===== src/rtl/converter_8_16_arbiter_if.sv =====
// converter_8_16_arbiter_if: requester operands, result handshake and status of the shared converter
interface converter_8_16_arbiter_if #(
  parameter int N_REQ = 4,
  parameter int ID_W  = 2
);
  logic [N_REQ-1:0]   req;
  logic [8*N_REQ-1:0] mag_in;
  logic [N_REQ-1:0]   sign_in;
  logic [N_REQ-1:0]   gnt;
  logic               busy;
  logic               out_valid;
  logic [15:0]        out_data;
  logic [ID_W-1:0]    out_id;
  logic               out_ready;
  logic [15:0]        conv_cnt;
  modport master (
    output req, mag_in, sign_in, out_ready,
    input  gnt, busy, out_valid, out_data, out_id, conv_cnt
  );
  modport slave (
    input  req, mag_in, sign_in, out_ready,
    output gnt, busy, out_valid, out_data, out_id, conv_cnt
  );
endinterface


===== src/rtl/converter_8_16_arbiter.sv =====
// converter_8_16_arbiter: round-robin sharing of one sign/magnitude to two's-complement converter
module converter_8_16 (
  input  logic [7:0]  mag,
  input  logic        sign,
  output logic [15:0] data
);
  assign data = sign ? -{8'h00, mag} : {8'h00, mag};
endmodule

module converter_8_16_arbiter #(
  parameter int N_REQ = 4,
  parameter int ID_W  = 2
) (
  input logic clk,
  input logic reset,
  converter_8_16_arbiter_if.slave bus
);
  typedef enum logic [1:0] {IDLE, CONV, HOLD} state_t;
  state_t          state, nxt;
  logic [ID_W-1:0] rr_ptr, win, idx, lat_id;
  logic [7:0]      lat_mag;
  logic            lat_sign, found;
  logic [15:0]     conv_data;
  converter_8_16 u_conv (.mag(lat_mag), .sign(lat_sign), .data(conv_data));
  // first pending requester at or after rr_ptr, wrapping modulo N_REQ
  always_comb begin
    win = '0;
    idx = '0;
    found = 1'b0;
    for (int k = 0; k < N_REQ; k++) begin
      idx = ID_W'((int'(rr_ptr) + k) % N_REQ);
      if (!found && bus.req[idx]) begin
        win = idx;
        found = 1'b1;
      end
    end
  end
  always_comb begin
    nxt = state;
    bus.gnt = '0;
    bus.busy = state != IDLE;
    if (state == IDLE) begin
      nxt = found ? CONV : IDLE;
      bus.gnt = found ? N_REQ'(1) << win : '0;
    end else if (state == CONV) begin
      nxt = HOLD;
    end else begin
      nxt = bus.out_ready ? IDLE : HOLD;
    end
  end
  always_ff @(posedge clk) begin
    if (reset) begin
      state <= IDLE;
      rr_ptr <= '0;
      lat_id <= '0;
      lat_mag <= '0;
      lat_sign <= 1'b0;
      bus.out_valid <= 1'b0;
      bus.out_data <= '0;
      bus.out_id <= '0;
      bus.conv_cnt <= '0;
    end else begin
      state <= nxt;
      if (state == IDLE && found) begin
        lat_id <= win;
        lat_mag <= bus.mag_in[8*win +: 8];
        lat_sign <= bus.sign_in[win];
      end
      if (state == CONV) begin
        bus.out_data <= conv_data;
        bus.out_id <= lat_id;
        bus.out_valid <= 1'b1;
      end
      if (state == HOLD && bus.out_ready) begin
        bus.out_valid <= 1'b0;
        bus.conv_cnt <= bus.conv_cnt + 16'd1;
        rr_ptr <= ID_W'((int'(bus.out_id) + 1) % N_REQ);
      end
    end
  end
endmodule


===== src/flat_wrapper.sv =====
// flat-port wrapper written by rule: the top's interface ports become plain ports
module converter_8_16_arbiter_flat 
#(
  parameter int N_REQ = 4,
  parameter int ID_W  = 2
)
  (clk, reset, bus_req, bus_mag_in, bus_sign_in, bus_out_ready, bus_gnt, bus_busy, bus_out_valid, bus_out_data, bus_out_id, bus_conv_cnt);
  converter_8_16_arbiter_if #(.N_REQ(N_REQ), .ID_W(ID_W)) bus_i ();
  input logic clk;
  input logic reset;
  input wire logic [$bits(bus_i.req)-1:0] bus_req;
  input wire logic [$bits(bus_i.mag_in)-1:0] bus_mag_in;
  input wire logic [$bits(bus_i.sign_in)-1:0] bus_sign_in;
  input wire logic [$bits(bus_i.out_ready)-1:0] bus_out_ready;
  output wire logic [$bits(bus_i.gnt)-1:0] bus_gnt;
  output wire logic [$bits(bus_i.busy)-1:0] bus_busy;
  output wire logic [$bits(bus_i.out_valid)-1:0] bus_out_valid;
  output wire logic [$bits(bus_i.out_data)-1:0] bus_out_data;
  output wire logic [$bits(bus_i.out_id)-1:0] bus_out_id;
  output wire logic [$bits(bus_i.conv_cnt)-1:0] bus_conv_cnt;
  assign bus_i.req = bus_req;
  assign bus_i.mag_in = bus_mag_in;
  assign bus_i.sign_in = bus_sign_in;
  assign bus_i.out_ready = bus_out_ready;
  assign bus_gnt = bus_i.gnt;
  assign bus_busy = bus_i.busy;
  assign bus_out_valid = bus_i.out_valid;
  assign bus_out_data = bus_i.out_data;
  assign bus_out_id = bus_i.out_id;
  assign bus_conv_cnt = bus_i.conv_cnt;
  converter_8_16_arbiter #(.N_REQ(N_REQ), .ID_W(ID_W)) u_core (.clk(clk), .reset(reset), .bus(bus_i));
endmodule

===== config.mk =====
export PLATFORM = sky130hd
export DESIGN_NAME = converter_8_16_arbiter_flat
export DESIGN_NICKNAME = d
export VERILOG_FILES = /design/src/rtl/converter_8_16_arbiter_if.sv /design/src/rtl/converter_8_16_arbiter.sv /design/src/flat_wrapper.sv
export SDC_FILE = /design/constraint.sdc
export NUM_CORES = 1
export LEC_CHECK = 0
export ABC_CLOCK_PERIOD_IN_PS = 2530
export CAP_MARGIN = 20
export CORE_MARGIN = 2
export CORE_UTILIZATION = 46
export CTS_CLUSTER_DIAMETER = 40
export CTS_CLUSTER_SIZE = 40
export DETAILED_ROUTE_END_ITERATION = 10
export PLACE_DENSITY = 0.83
export RECOVER_POWER = 50
export SYNTH_ARGS = -nofsm -noshare
export SYNTH_HDL_FRONTEND = slang
export SYNTH_SLANG_ARGS = --single-unit

===== constraint.sdc =====
create_clock -name clk -period 2.53 [get_ports clk]
set_clock_uncertainty 0.05 [all_clocks]
set_input_delay 0.3795 -clock clk [delete_from_list [all_inputs] [get_ports clk]]
set_output_delay 0.3795 -clock clk [all_outputs]
set_load 0.005 [all_outputs]

==> Implementation_results.wiki, run 1 <==
{| class="wikitable"
! Metric !! Value
|-
| Setup repair after global routing missed its margin || false
|-
| Global route overflow || 0
|-
| Number of standard-cell rows in the floorplan || 26
|-
| First-pass DRT Iterations || 4
|-
| Largest net degree at the start of global routing || 40
|-
| Number of different library cells in the post-synthesis netlist || 43
|-
| P per Cell Area || 541.1 nW/um^2
|-
| Part of the total power dissipated in sequential elements || 45.8%
|-
| Post-synthesis to final-layout area growth || 46.59%
|-
| Via density per instance || 5.186
|-
| Post-detail-place hpwl || 4795 um
|-
| Quantity of I/O buffers inserted on ports || 82
|-
| Rel. slew slack || 48.34%
|-
| Share of synthesized area occupied by flip-flops and latches || 40.50%
|-
| Number of I/O pins || 83
|-
| Minimum clock period || 2.398 ns
|-
| Number of buffers added to fix hold violations after cts || 0
|-
| Total DRC errors in the routed layout || 0
|-
| Share of the clock period used by the worst path after layout || 94.78%
|-
| Overall track demand over capacity in global routing || 21.24%
|-
| Slew Limit Fails || 0
|-
| Result of the run || finished clean
|-
| Count of maximum capacitance violations || 0
|-
| First-iteration detailed-routing DRC count || 86
|-
| Data required time of the critical path || 2.10 ns
|-
| Pint || 1.395 mW
|-
| Critical Path Sink Type || primary output
|-
| Routed wire length || 6088 um
|-
| Sink Count || 49
|-
| Number of enable-type register cells in the synthesized netlist || 0
|-
| Overall power consumption || 1.921 mW
|-
| Number of vias after detailed routing || 2318
|-
| Switching power || 526.4 uW
|-
| Portion of total power attributed to combinational logic || 25.4%
|-
| Register clock-pin slew on the reported worst setup and hold paths || 0.09 ns
|-
| Type of the most critical hold path || flop to flop
|-
| Commonest non-fill, non-tap cell in the layout || sky130_fd_sc_hd__clkdlybuf4s50_1
|-
| Post-synthesis average cell area || 8.590 um^2
|-
| Number of antenna violations at the first check in global routing || 0
|-
| Part of the power in the clock network || 28.8%
|-
| Initial core utilization || 47.43%
|-
| Clock root buffer || sky130_fd_sc_hd__clkbuf_8
|-
| Area of the mapped netlist || 2422 um^2
|-
| Slack of the worst reg-to-reg path || 0.48 ns
|-
| Post-route ant nets || 0
|-
| Y dimension of the die || 76.57 um
|-
| Depth of the CTS H-tree || 2
|-
| Diode count || 0
|-
| CP max FO || 9
|-
| Number of failing hold endpoints at the final stage || 0
|-
| Buffer levels on the longest clock path || 2
|-
| Maximum vdd ir drop || 0.3600 mV
|-
| Wire length of the first global-routing pass || 10250 um
|-
| Synthesis Warnings || 0
|-
| Via count of the first global-routing pass || 2161
|-
| Arrival time worst endpoint || 1.97 ns
|-
| Total CTS buffers || 5
|-
| Flops & latches, synth || 49
|-
| Commonest cells after routing, fill and taps aside || sky130_fd_sc_hd__clkdlybuf4s50_1 (54), sky130_fd_sc_hd__dfxtp_1 (46), sky130_fd_sc_hd__nor2_1 (35), sky130_fd_sc_hd__nand2_1 (31), sky130_fd_sc_hd__a21oi_1 (26)
|-
| Core box area || 5107 um^2
|-
| Final total negative setup slack || 0 ns
|-
| Most frequently used flop master after synthesis || sky130_fd_sc_hd__dfxtp_1
|-
| Worst skew pair latency || 0.29 ns
|-
| Leakage dissipation || 1.422 nW
|-
| Layout cells sized above 1 || 12.20%
|-
| Kind of start point of the critical path || flop
|-
| Routed wire length per instance || 13.62 um
|-
| Net count after synthesis || 328
|-
| X dimension of the die || 76.57 um
|-
| Fraction of registers with async set or reset after synthesis || 0%
|-
| TritonCTS clock tree || yes
|-
| Switching fraction of total power || 27.40%
|-
| Final setup violation count || 0
|-
| Total Nets Final || 422
|-
| Achievable frequency || 417.0 MHz
|-
| Mapped Cells || 282
|-
| Total Die Area || 5862 um^2
|-
| Placer's final routability congestion estimate || 0.8128
|-
| Type of the worst setup path || flop to primary output
|-
| Slew at the pin closest to its max-slew limit || 0.7653 ns
|}
power by group through the flow:
stage	sequential, mW	combinational, mW	clock [mW]
floorplan	0.883	0.270	0
global placement	0.896	0.467	0
detailed placement	0.899	0.483	0
CTS	0.881	0.496	0.560
global route	0.890	0.533	0.598
finish	0.881	0.487	0.553
cells by family after synthesis:
group / synth area share (%)
and+or+nand+nor: 21.80
AOI/OAI and AO/OA: 17.77
DFF: 40.50
buffers and inverters: 4.080
xor gates and xnor gates: 7.231
muxes: 7.077
adders and majority gates: 1.550
cell type report:
type,count,area (um^2)
Tap cell,70,87.58
Timing Repair Buffer,103,991.0
Clock inverter,3,43.79
Multi-Input combinational cell,212,1356
Fill cell,415,1556
Inverter,5,18.77
Clock buffer,5,68.82
Sequential cell,49,984.7
final timing paths:
path / from / end / cells past startpoint
setup / recovery: u_core.rr_ptr[1] / bus_gnt[2] / 6
hold / removal: u_core.bus.out_data[9] / u_core.bus.out_data[9] / 2
setup reg to reg: u_core.rr_ptr[1] / u_core.lat_mag[0] / 7
hold reg to reg: u_core.bus.out_data[9] / u_core.bus.out_data[9] / 2
registers in the layout (all words and copies together), names as in the netlist, 2 cells and up:
signal	cells
u_core.bus.out_data	15
u_core.lat_mag	8
u_core.bus.out_id	2
u_core.rr_ptr	2
u_core.state	2
u_core.lat_id	2
u_core.bus.conv_cnt	16
Yosys cell counts, types with 2 or more instances:
library cell,number,area (um^2)
sky130_fd_sc_hd__xnor2_1,6,52.55
sky130_fd_sc_hd__o221ai_1,3,26.28
sky130_fd_sc_hd__dfxtp_1,49,980.9
sky130_fd_sc_hd__clkbuf_1,11,41.29
sky130_fd_sc_hd__o21ai_0,9,45.04
sky130_fd_sc_hd__nand4_1,4,25.02
sky130_fd_sc_hd__buf_6,2,22.52
sky130_fd_sc_hd__nand3b_1,3,22.52
sky130_fd_sc_hd__nor3_2,2,20.02
sky130_fd_sc_hd__nor2b_1,2,12.51
sky130_fd_sc_hd__a211oi_1,8,60.06
sky130_fd_sc_hd__nor2_1,35,131.4
sky130_fd_sc_hd__a221o_1,7,70.07
sky130_fd_sc_hd__or2_1,3,18.77
sky130_fd_sc_hd__nand2_1,32,120.1
sky130_fd_sc_hd__mux2i_1,7,70.07
sky130_fd_sc_hd__a21o_1,2,15.01
sky130_fd_sc_hd__xor2_1,14,122.6
sky130_fd_sc_hd__nor3_1,4,20.02
sky130_fd_sc_hd__ha_1,3,37.54
sky130_fd_sc_hd__mux2_4,6,90.09
sky130_fd_sc_hd__or3_1,3,18.77
sky130_fd_sc_hd__o22a_1,2,17.52
sky130_fd_sc_hd__inv_1,5,18.77
sky130_fd_sc_hd__nand2b_1,3,18.77
sky130_fd_sc_hd__and3_1,3,18.77
sky130_fd_sc_hd__nand3_1,13,65.06
sky130_fd_sc_hd__a21oi_1,26,130.1
worst max-delay path: stages, from the launching register on:
cell and delay, ns:
sky130_fd_sc_hd__dfxtp_2 0.37, sky130_fd_sc_hd__mux2i_2 0.30, sky130_fd_sc_hd__o22ai_4 0.11, sky130_fd_sc_hd__buf_4 0.17, sky130_fd_sc_hd__o21ai_0 0.22, sky130_fd_sc_hd__nor2_1 0.06, sky130_fd_sc_hd__clkdlybuf4s50_1 0.45
repair_timing:
action / 4_1_cts / 5_1_grt
setup endpoints to repair: 4 / 3
resized for setup: 10 / 5
setup buffers: 2 / 1
per-stage QoR:
stage               util (%)  hold WS (ns)  instances  cell area (um^2)  setup slack (ns)
finish                 69.52        0.4090        447              3551            0.1322
CTS                    69.26        0.4099        446              3537          0.002476
global route           69.52        0.4333        447              3551          0.009296
detailed placement     66.54        0.3986        436              3398           -0.2084
floorplan                  -        0.3821        282              2422            0.5837
global placement       66.54        0.3924        436              3398           -0.1409
layer usage:
metal	track usage, %	share of wire [%]	wire length, um	vias up
met3	3.555	2.8	173	6
met5	0	0	0	-
met4	5.455	1.1	64	0
met1	25.87	43	2621	1082
li1	-	-	-	1180
met2	38.67	53	3229	50
(Power assumes the default switching activity.)
==> run 2: changes to the inputs <==
- SYNTH_HIERARCHICAL: default -> 1
==> run 2 against run 1 <==
- final area shrank 2.5%
- non-clock buffer count fell by 8
- critical path depth unchanged
- area after synthesis is 1.5% higher
- die area is 1.4% higher
- largest cell class unchanged
==> Implementation_results.wiki, run 2 <==
{| class="wikitable"
! Metric !! Value
|-
| GR Util met2 || 37.19%
|-
| Commonest cells after routing, fill and taps aside || sky130_fd_sc_hd__clkdlybuf4s50_1 (52), sky130_fd_sc_hd__nand2_1 (48), sky130_fd_sc_hd__dfxtp_1 (48), sky130_fd_sc_hd__nor2_1 (29), sky130_fd_sc_hd__dlygate4sd3_1 (25)
|-
| Most area-consuming cells after synthesis || sky130_fd_sc_hd__dfxtp_1 (41%), sky130_fd_sc_hd__mux2i_1 (7.7%), sky130_fd_sc_hd__nand2_1 (7.3%), sky130_fd_sc_hd__a21oi_1 (4.9%), sky130_fd_sc_hd__nor2_1 (4.6%)
|-
| CP max FO || 4
|-
| Worst reg2reg endpoint || u_core/lat_mag[0]
|-
| Post-detail-place hpwl || 4231 um
|-
| Number of failing hold endpoints at the final stage || 0
|-
| Minimum clock period || 2.434 ns
|-
| Leading cell type by number of instances after synthesis || sky130_fd_sc_hd__dfxtp_1
|-
| Via count of the first global-routing pass || 2283
|-
| Share of synthesized area occupied by flip-flops and latches || 40.71%
|-
| Global route overflow || 0
|-
| Part of the total power dissipated in sequential elements || 50.3%
|-
| Number of vias after detailed routing || 2287
|-
| Number of different library cells in the post-synthesis netlist || 41
|-
| Portion of total power attributed to combinational logic || 25.8%
|-
| Number of antenna violations at the first check in global routing || 0
|-
| Final setup violation count || 0
|-
| Maximum vdd ir drop || 0.3284 mV
|-
| X dimension of the die || 77.11 um
|-
| Post-route ant nets || 0
|-
| TritonCTS clock tree || yes
|-
| Routed wire length per instance || 12.94 um
|-
| Final total negative setup slack || 0 ns
|-
| Type of the worst setup path || flop to primary output
|-
| Switching fraction of total power || 28.34%
|-
| Area of the mapped netlist || 2459 um^2
|-
| Total DRC errors in the routed layout || 0
|-
| Total CTS buffers || 5
|-
| Slew at the pin closest to its max-slew limit || 0.9494 ns
|-
| Total Die Area || 5946 um^2
|-
| Slew Limit Fails || 0
|-
| Post-synthesis average cell area || 8.567 um^2
|-
| Pint || 1.282 mW
|-
| Worst hold margin || 0.4033 ns
|-
| Post-placement cell area || 3392 um^2
|-
| Kind of start point of the critical path || flop
|-
| CP Launch Point || u_core/rr_ptr[0]
|-
| First-pass DRT Iterations || 4
|-
| Routed wire length || 5744 um
|-
| Worst skew pair latency || 0.30 ns
|-
| Sink Count || 50
|-
| Count of maximum capacitance violations || 0
|-
| Y dimension of the die || 77.11 um
|-
| Crit path buffers/inverters || 1
|-
| Layout cells sized above 1 || 7.219%
|-
| Wire length of the first global-routing pass || 9915 um
|-
| Achievable frequency || 410.9 MHz
|-
| Net count after synthesis || 333
|-
| Core box area || 5140 um^2
|-
| Most frequently used flop master after synthesis || sky130_fd_sc_hd__dfxtp_1
|-
| Total Nets Final || 420
|-
| CP max stage cell || sky130_fd_sc_hd__clkdlybuf4s50_1
|-
| Number of buffers added for setup after CTS || 0
|-
| Filler cell count in the final layout || 480
|-
| Total placed cells including tap cells || 437
|-
| HP Start || u_core/bus.out_data[8]
|-
| Placer's final routability congestion estimate || 0.8045
|-
| Min-Delay Endpoint || u_core/bus.out_data[8]
|-
| Largest net degree at the start of global routing || 50
|-
| Via density per instance || 5.151
|-
| Slack of the worst reg-to-reg path || 0.46 ns
|-
| Mapped Cells || 287
|-
| GRT met1 Usage || 22.86%
|-
| Post-layout instance area || 3461 um^2
|-
| Number of enable-type register cells in the synthesized netlist || 0
|-
| Largest area contributor in the netlist || sky130_fd_sc_hd__dfxtp_1
|-
| Setup repair after global routing missed its margin || true
|-
| Top cell family by delay on the critical path || buffers and inverters
|-
| Met3 routing resource usage after global routing || 4.706%
|-
| Delay of the slowest critical-path stage || 0.51 ns
|-
| Part of the power in the clock network || 23.9%
|-
| Register clock-pin slew on the reported worst setup and hold paths || 0.08 ns
|-
| Buffer levels on the longest clock path || 2
|-
| Rel. slew slack || 36.71%
|-
| Most common library cells after synthesis || sky130_fd_sc_hd__dfxtp_1 (50), sky130_fd_sc_hd__nand2_1 (48), sky130_fd_sc_hd__nor2_1 (30), sky130_fd_sc_hd__a21oi_1 (24), sky130_fd_sc_hd__mux2i_1 (19)
|-
| Quantity of I/O buffers inserted on ports || 82
|-
| Synthesis Warnings || 6
|-
| Share of the clock period used by the worst path after layout || 96.19%
|-
| Diode count || 0
|-
| Worst Setup Slack post-DPL || -0.1368 ns
|-
| Biggest regs || u_core/bus.conv_cnt (16), u_core/bus.out_data (16), u_core/lat_mag (8)
|-
| Switching power || 506.8 uW
|-
| First-iteration detailed-routing DRC count || 95
|-
| Commonest non-fill, non-tap cell in the layout || sky130_fd_sc_hd__clkdlybuf4s50_1
|-
| Type of the most critical hold path || flop to flop
|-
| Leakage dissipation || 1.403 nW
|-
| Critical Path Sink Type || primary output
|-
| Fraction of registers with async set or reset after synthesis || 0%
|-
| Arrival time worst endpoint || 2.00 ns
|-
| Source of the worst register-to-register timing path || u_core/state[1]
|-
| Cell-by-cell listing of the critical path || nand2b_1 > a21oi_1 > a211o_1 > or2_1 > nor2_1 > clkdlybuf4s50_1
|-
| Overall power consumption || 1.789 mW
|-
| Clock root buffer || sky130_fd_sc_hd__clkbuf_8
|-
| Top Usage Layer GRT || met2
|-
| Post-synthesis to final-layout area growth || 40.76%
|-
| Top cell type's share of synthesized area || 40.71%
|-
| Setup slack after layout || 0.09643 ns
|-
| Number of buffers added to fix hold violations after cts || 0
|-
| Flops & latches, synth || 50
|-
| P per Cell Area || 516.8 nW/um^2
|-
| Depth of the CTS H-tree || 2
|-
| Number of stages on the worst hold path || 2
|-
| Result of the run || finished clean
|-
| Overall track demand over capacity in global routing || 20.20%
|-
| End-of-flow core utilization || 67.33%
|-
| Worst Reg-to-Reg Cells || 7
|-
| Number of standard-cell rows in the floorplan || 26
|-
| Number of I/O pins || 83
|-
| Initial core utilization || 47.83%
|-
| Data required time of the critical path || 2.10 ns
|-
| Post-route non-filler standard cell count || 444
|}
==> run 2: cell count changes in the layout (fill, tap and decap cells not counted), sizes merged, moves of 8 or more <==
| cell | previous run | this run |
|---|---|---|
| nand3 | 13 | 4 |
| a21boi | 0 | 8 |
| buf | 20 | 11 |
| nand2 | 32 | 48 |
| mux2i | 7 | 19 |
==> run 2: power groups by stage <==
stage	registers, mW	logic [mW]	clock network [mW]
floorplan	0.901	0.285	0
global placement	0.915	0.464	0
detailed placement	0.917	0.474	0
CTS	0.899	0.473	0.447
global route	0.907	0.511	0.482
finish	0.899	0.461	0.428
==> run 2: routing by layer <==
layer	share of wire, %	routed length, um	vias up
met2	52	2979	68
met5	0	0	-
met3	4.4	251	9
li1	-	-	1158
met4	1.3	76	0
met1	42	2437	1052
==> run 2: how the worst max path moves through the flow <==
stage	end	cells past startpoint
final	bus_gnt[1]	6
after global routing	bus_gnt[1]	6
after CTS	bus_gnt[1]	6
after detailed placement	bus_gnt[1]	7
after global placement	bus_gnt[3]	7
after floorplan	bus_gnt[1]	6
==> run 2: worst reg2reg max path, stage by stage (launching register included) <==
cell,delay [ns]
sky130_fd_sc_hd__dfxtp_1,0.36
sky130_fd_sc_hd__nor2_2,0.24
sky130_fd_sc_hd__o41ai_4,0.13
sky130_fd_sc_hd__buf_4,0.16
sky130_fd_sc_hd__clkbuf_1,0.26
sky130_fd_sc_hd__nor2_1,0.26
sky130_fd_sc_hd__nand2_1,0.26
sky130_fd_sc_hd__o221ai_1,0.27
==> run 2: kinds of logic after synthesis <==
group | synth area share (%)
compound gates | 14.00
mux | 7.735
flops | 40.71
buf+inv | 4.173
xor+xnor | 7.481
fa+ha+maj | 1.527
simple gates | 24.38
==> run 2: timing repair <==
action	in CTS	in global routing
hold endpoints to repair	0	0
setup endpoints to repair	4	3
gates resized for setup	5	3
pin swaps	0	0
==> run 2: final cells by class <==
type,count,area (um^2),share of cell area [%]
repair buffers,95,905.9,26.17
clock buffers,7,76.32,2.205
multi-input cells,214,1358,39.23
inverters,8,30.03,0.8677
well taps,70,87.58,2.531
flip-flops and latches,50,1003,28.99
==> run 3: changes to the inputs <==
- ABC_CLOCK_PERIOD_IN_PS: 2530 -> default
- CORE_UTILIZATION: 46 -> 45
- PLACE_DENSITY: 0.83 -> 0.81
==> run 3 against run 2 <==
- non-clock buffer count increased by 1
- die area increased by 2.1%
- critical endpoint is now bus_gnt[3]
- hold slack improved by 0.0020 ns
- final area increased by 0.47%
- core utilization decreased by 0.53 points
- clock power about the same
- global-route usage decreased by 1.1 points
- sequential power about the same
- fmax decreased by 1.0%
==> Implementation_results.wiki, run 3 (same netlist as run 2, synthesis figures left out) <==
{| class="wikitable"
! Metric !! Value
|-
| Result of the run || finished clean
|-
| Y dimension of the die || 77.92 um
|-
| Part of the total power dissipated in sequential elements || 50.3%
|-
| Part of the power in the clock network || 23.9%
|-
| Critical Path Sink Type || primary output
|-
| Kind of start point of the critical path || input pin
|-
| Routed wire length || 5648 um
|-
| Number of vias after detailed routing || 2242
|-
| Post-route ant nets || 0
|-
| Sink Count || 50
|-
| HP Start || u_core/bus.out_data[10]
|-
| Top cell family by delay on the critical path || buffers and inverters
|-
| Global route overflow || 0
|-
| Worst Setup Slack post-DPL || -0.1582 ns
|-
| CP max stage cell || sky130_fd_sc_hd__clkdlybuf4s50_1
|-
| Total area of sequential cells || 1002 um^2
|-
| Quantity of I/O buffers inserted on ports || 82
|-
| Setup slack after layout || 0.07188 ns
|-
| Wire length of the first global-routing pass || 9501 um
|-
| Commonest non-fill, non-tap cell in the layout || sky130_fd_sc_hd__clkdlybuf4s50_1
|-
| Count of maximum capacitance violations || 0
|-
| Placer's final routability congestion estimate || 0.7647
|-
| Type of the most critical hold path || flop to flop
|-
| Largest net degree at the start of global routing || 50
|-
| Slew Limit Fails || 0
|-
| P per Cell Area || 514.6 nW/um^2
|-
| First-iteration detailed-routing DRC count || 78
|-
| X dimension of the die || 77.92 um
|-
| Via count of the first global-routing pass || 2208
|-
| Register clock-pin slew on the reported worst setup and hold paths || 0.08 ns
|-
| Arrival time worst endpoint || 2.03 ns
|-
| Number of buffers added for setup after CTS || 0
|-
| Final total negative setup slack || 0 ns
|-
| Type of the worst setup path || input pin to primary output
|-
| Clock root buffer || sky130_fd_sc_hd__clkbuf_8
|-
| Slew at the pin closest to its max-slew limit || 0.9222 ns
|-
| Buffer levels on the longest clock path || 2
|-
| Final setup violation count || 0
|-
| Biggest regs || u_core/bus.conv_cnt (16), u_core/bus.out_data (16), u_core/lat_mag (8)
|-
| Share of the clock period used by the worst path after layout || 97.16%
|-
| TritonCTS clock tree || yes
|-
| Total Die Area || 6071 um^2
|-
| Commonest cells after routing, fill and taps aside || sky130_fd_sc_hd__clkdlybuf4s50_1 (51), sky130_fd_sc_hd__dfxtp_1 (49), sky130_fd_sc_hd__nand2_1 (48), sky130_fd_sc_hd__nor2_1 (30), sky130_fd_sc_hd__dlygate4sd3_1 (26)
|-
| Number of I/O pins || 83
|-
| Achievable frequency || 406.8 MHz
|-
| Cell-by-cell listing of the critical path || dlygate4sd2_1 > a21oi_1 > nor3b_1 > or3_1 > buf_4 > nor2_1 > clkdlybuf4s50_1
|-
| Number of standard-cell rows in the floorplan || 26
|-
| Diode count || 0
|-
| Leakage dissipation || 1.428 nW
|-
| Delay of the slowest critical-path stage || 0.50 ns
|-
| Worst skew pair latency || 0.29 ns
|-
| Multi-input gate area in the final layout || 1360 um^2
|-
| Post-detail-place hpwl || 4238 um
|-
| First-pass DRT Iterations || 5
|-
| Total Nets Final || 421
|-
| Number of buffers added to fix hold violations after cts || 0
|-
| Routed wire length per instance || 12.69 um
|-
| Core box area || 5205 um^2
|-
| Filler cell count in the final layout || 458
|-
| Depth of the CTS H-tree || 2
|-
| Overall track demand over capacity in global routing || 19.06%
|-
| Data required time of the critical path || 2.10 ns
|-
| Switching power || 504.0 uW
|-
| Overall power consumption || 1.789 mW
|-
| Portion of total power attributed to combinational logic || 25.9%
|-
| Via density per instance || 5.038
|-
| Total DRC errors in the routed layout || 0
|-
| Minimum clock period || 2.458 ns
|-
| Number of failing hold endpoints at the final stage || 0
|-
| CP max FO || 4
|-
| Switching fraction of total power || 28.17%
|-
| Post-synthesis to final-layout area growth || 41.42%
|-
| Layout cells sized above 1 || 7.467%
|-
| Initial core utilization || 47.24%
|-
| CP Launch Point || bus_req[0]
|-
| Rel. slew slack || 38.52%
|-
| Maximum vdd ir drop || 0.2371 mV
|-
| Source of the worst register-to-register timing path || u_core/state[1]
|-
| Number of antenna violations at the first check in global routing || 0
|-
| Setup repair after global routing missed its margin || false
|-
| Pint || 1.285 mW
|-
| Crit path buffers/inverters || 3
|-
| Total CTS buffers || 5
|}
## run 3: layout make-up
cell class,instances,share of cell area (%)
multi-input combinational,214,39.11
inverter,8,0.8636
sequential,50,28.82
timing repair buffer,96,26.48
tap,70,2.519
clock buffer,7,2.195
## run 3: what timing repair did
action / 4_1_cts / 5_1_grt
gates resized for setup: 5 / 2
pin swaps: 2 / 0
setup endpoints to repair: 4 / 2
## run 3: worst paths after layout
kind	to	slack [ns]	depth (start not counted)
worst max-delay path	bus_gnt[3]	0.07	7
worst min-delay path	u_core/bus.out_data[10]	0.41	2
worst max register to register	u_core/lat_mag[6]	0.54	7
worst min register to register	u_core/bus.out_data[10]	0.41	2
## run 3: tightest hold or removal path: cells and delay by family, from the launching register on
| family | cells | cell delay (ns) |
|---|---|---|
| flops | 1 | 0.31 |
| simple gates | 1 | 0.05 |
| compound gates | 1 | 0.05 |
## run 3: routing by layer
layer | share of wire [%] | track usage, % | vias up
met5 | 0 | 0 | -
met4 | 0.32 | 4.035 | 0
met3 | 4.5 | 3.605 | 2
met2 | 52 | 35.34 | 56
met1 | 43 | 22.74 | 1024
li1 | - | - | 1160
## run 3: power by group through the flow
stage / Sequential, mW / Combinational [mW] / Clock, mW
global placement: 0.916 / 0.463 / 0
CTS: 0.901 / 0.473 / 0.442
detailed placement: 0.919 / 0.472 / 0
floorplan: 0.901 / 0.285 / 0
finish: 0.900 / 0.463 / 0.427
global route: 0.910 / 0.512 / 0.472
## run 3: per-stage QoR
stage | hold WS, ns | instance area, um^2 | util, % | instances
6_report | 0.4053 | 3477 | 66.80 | 445
5_1_grt | 0.4291 | 3477 | 66.80 | 445
4_1_cts | 0.4110 | 3476 | 66.78 | 445
3_5_place_dp | 0.3994 | 3400 | 65.31 | 438
3_3_place_gp | 0.3902 | 3400 | 65.31 | 438
2_1_floorplan | 0.3815 | 2459 | - | 287
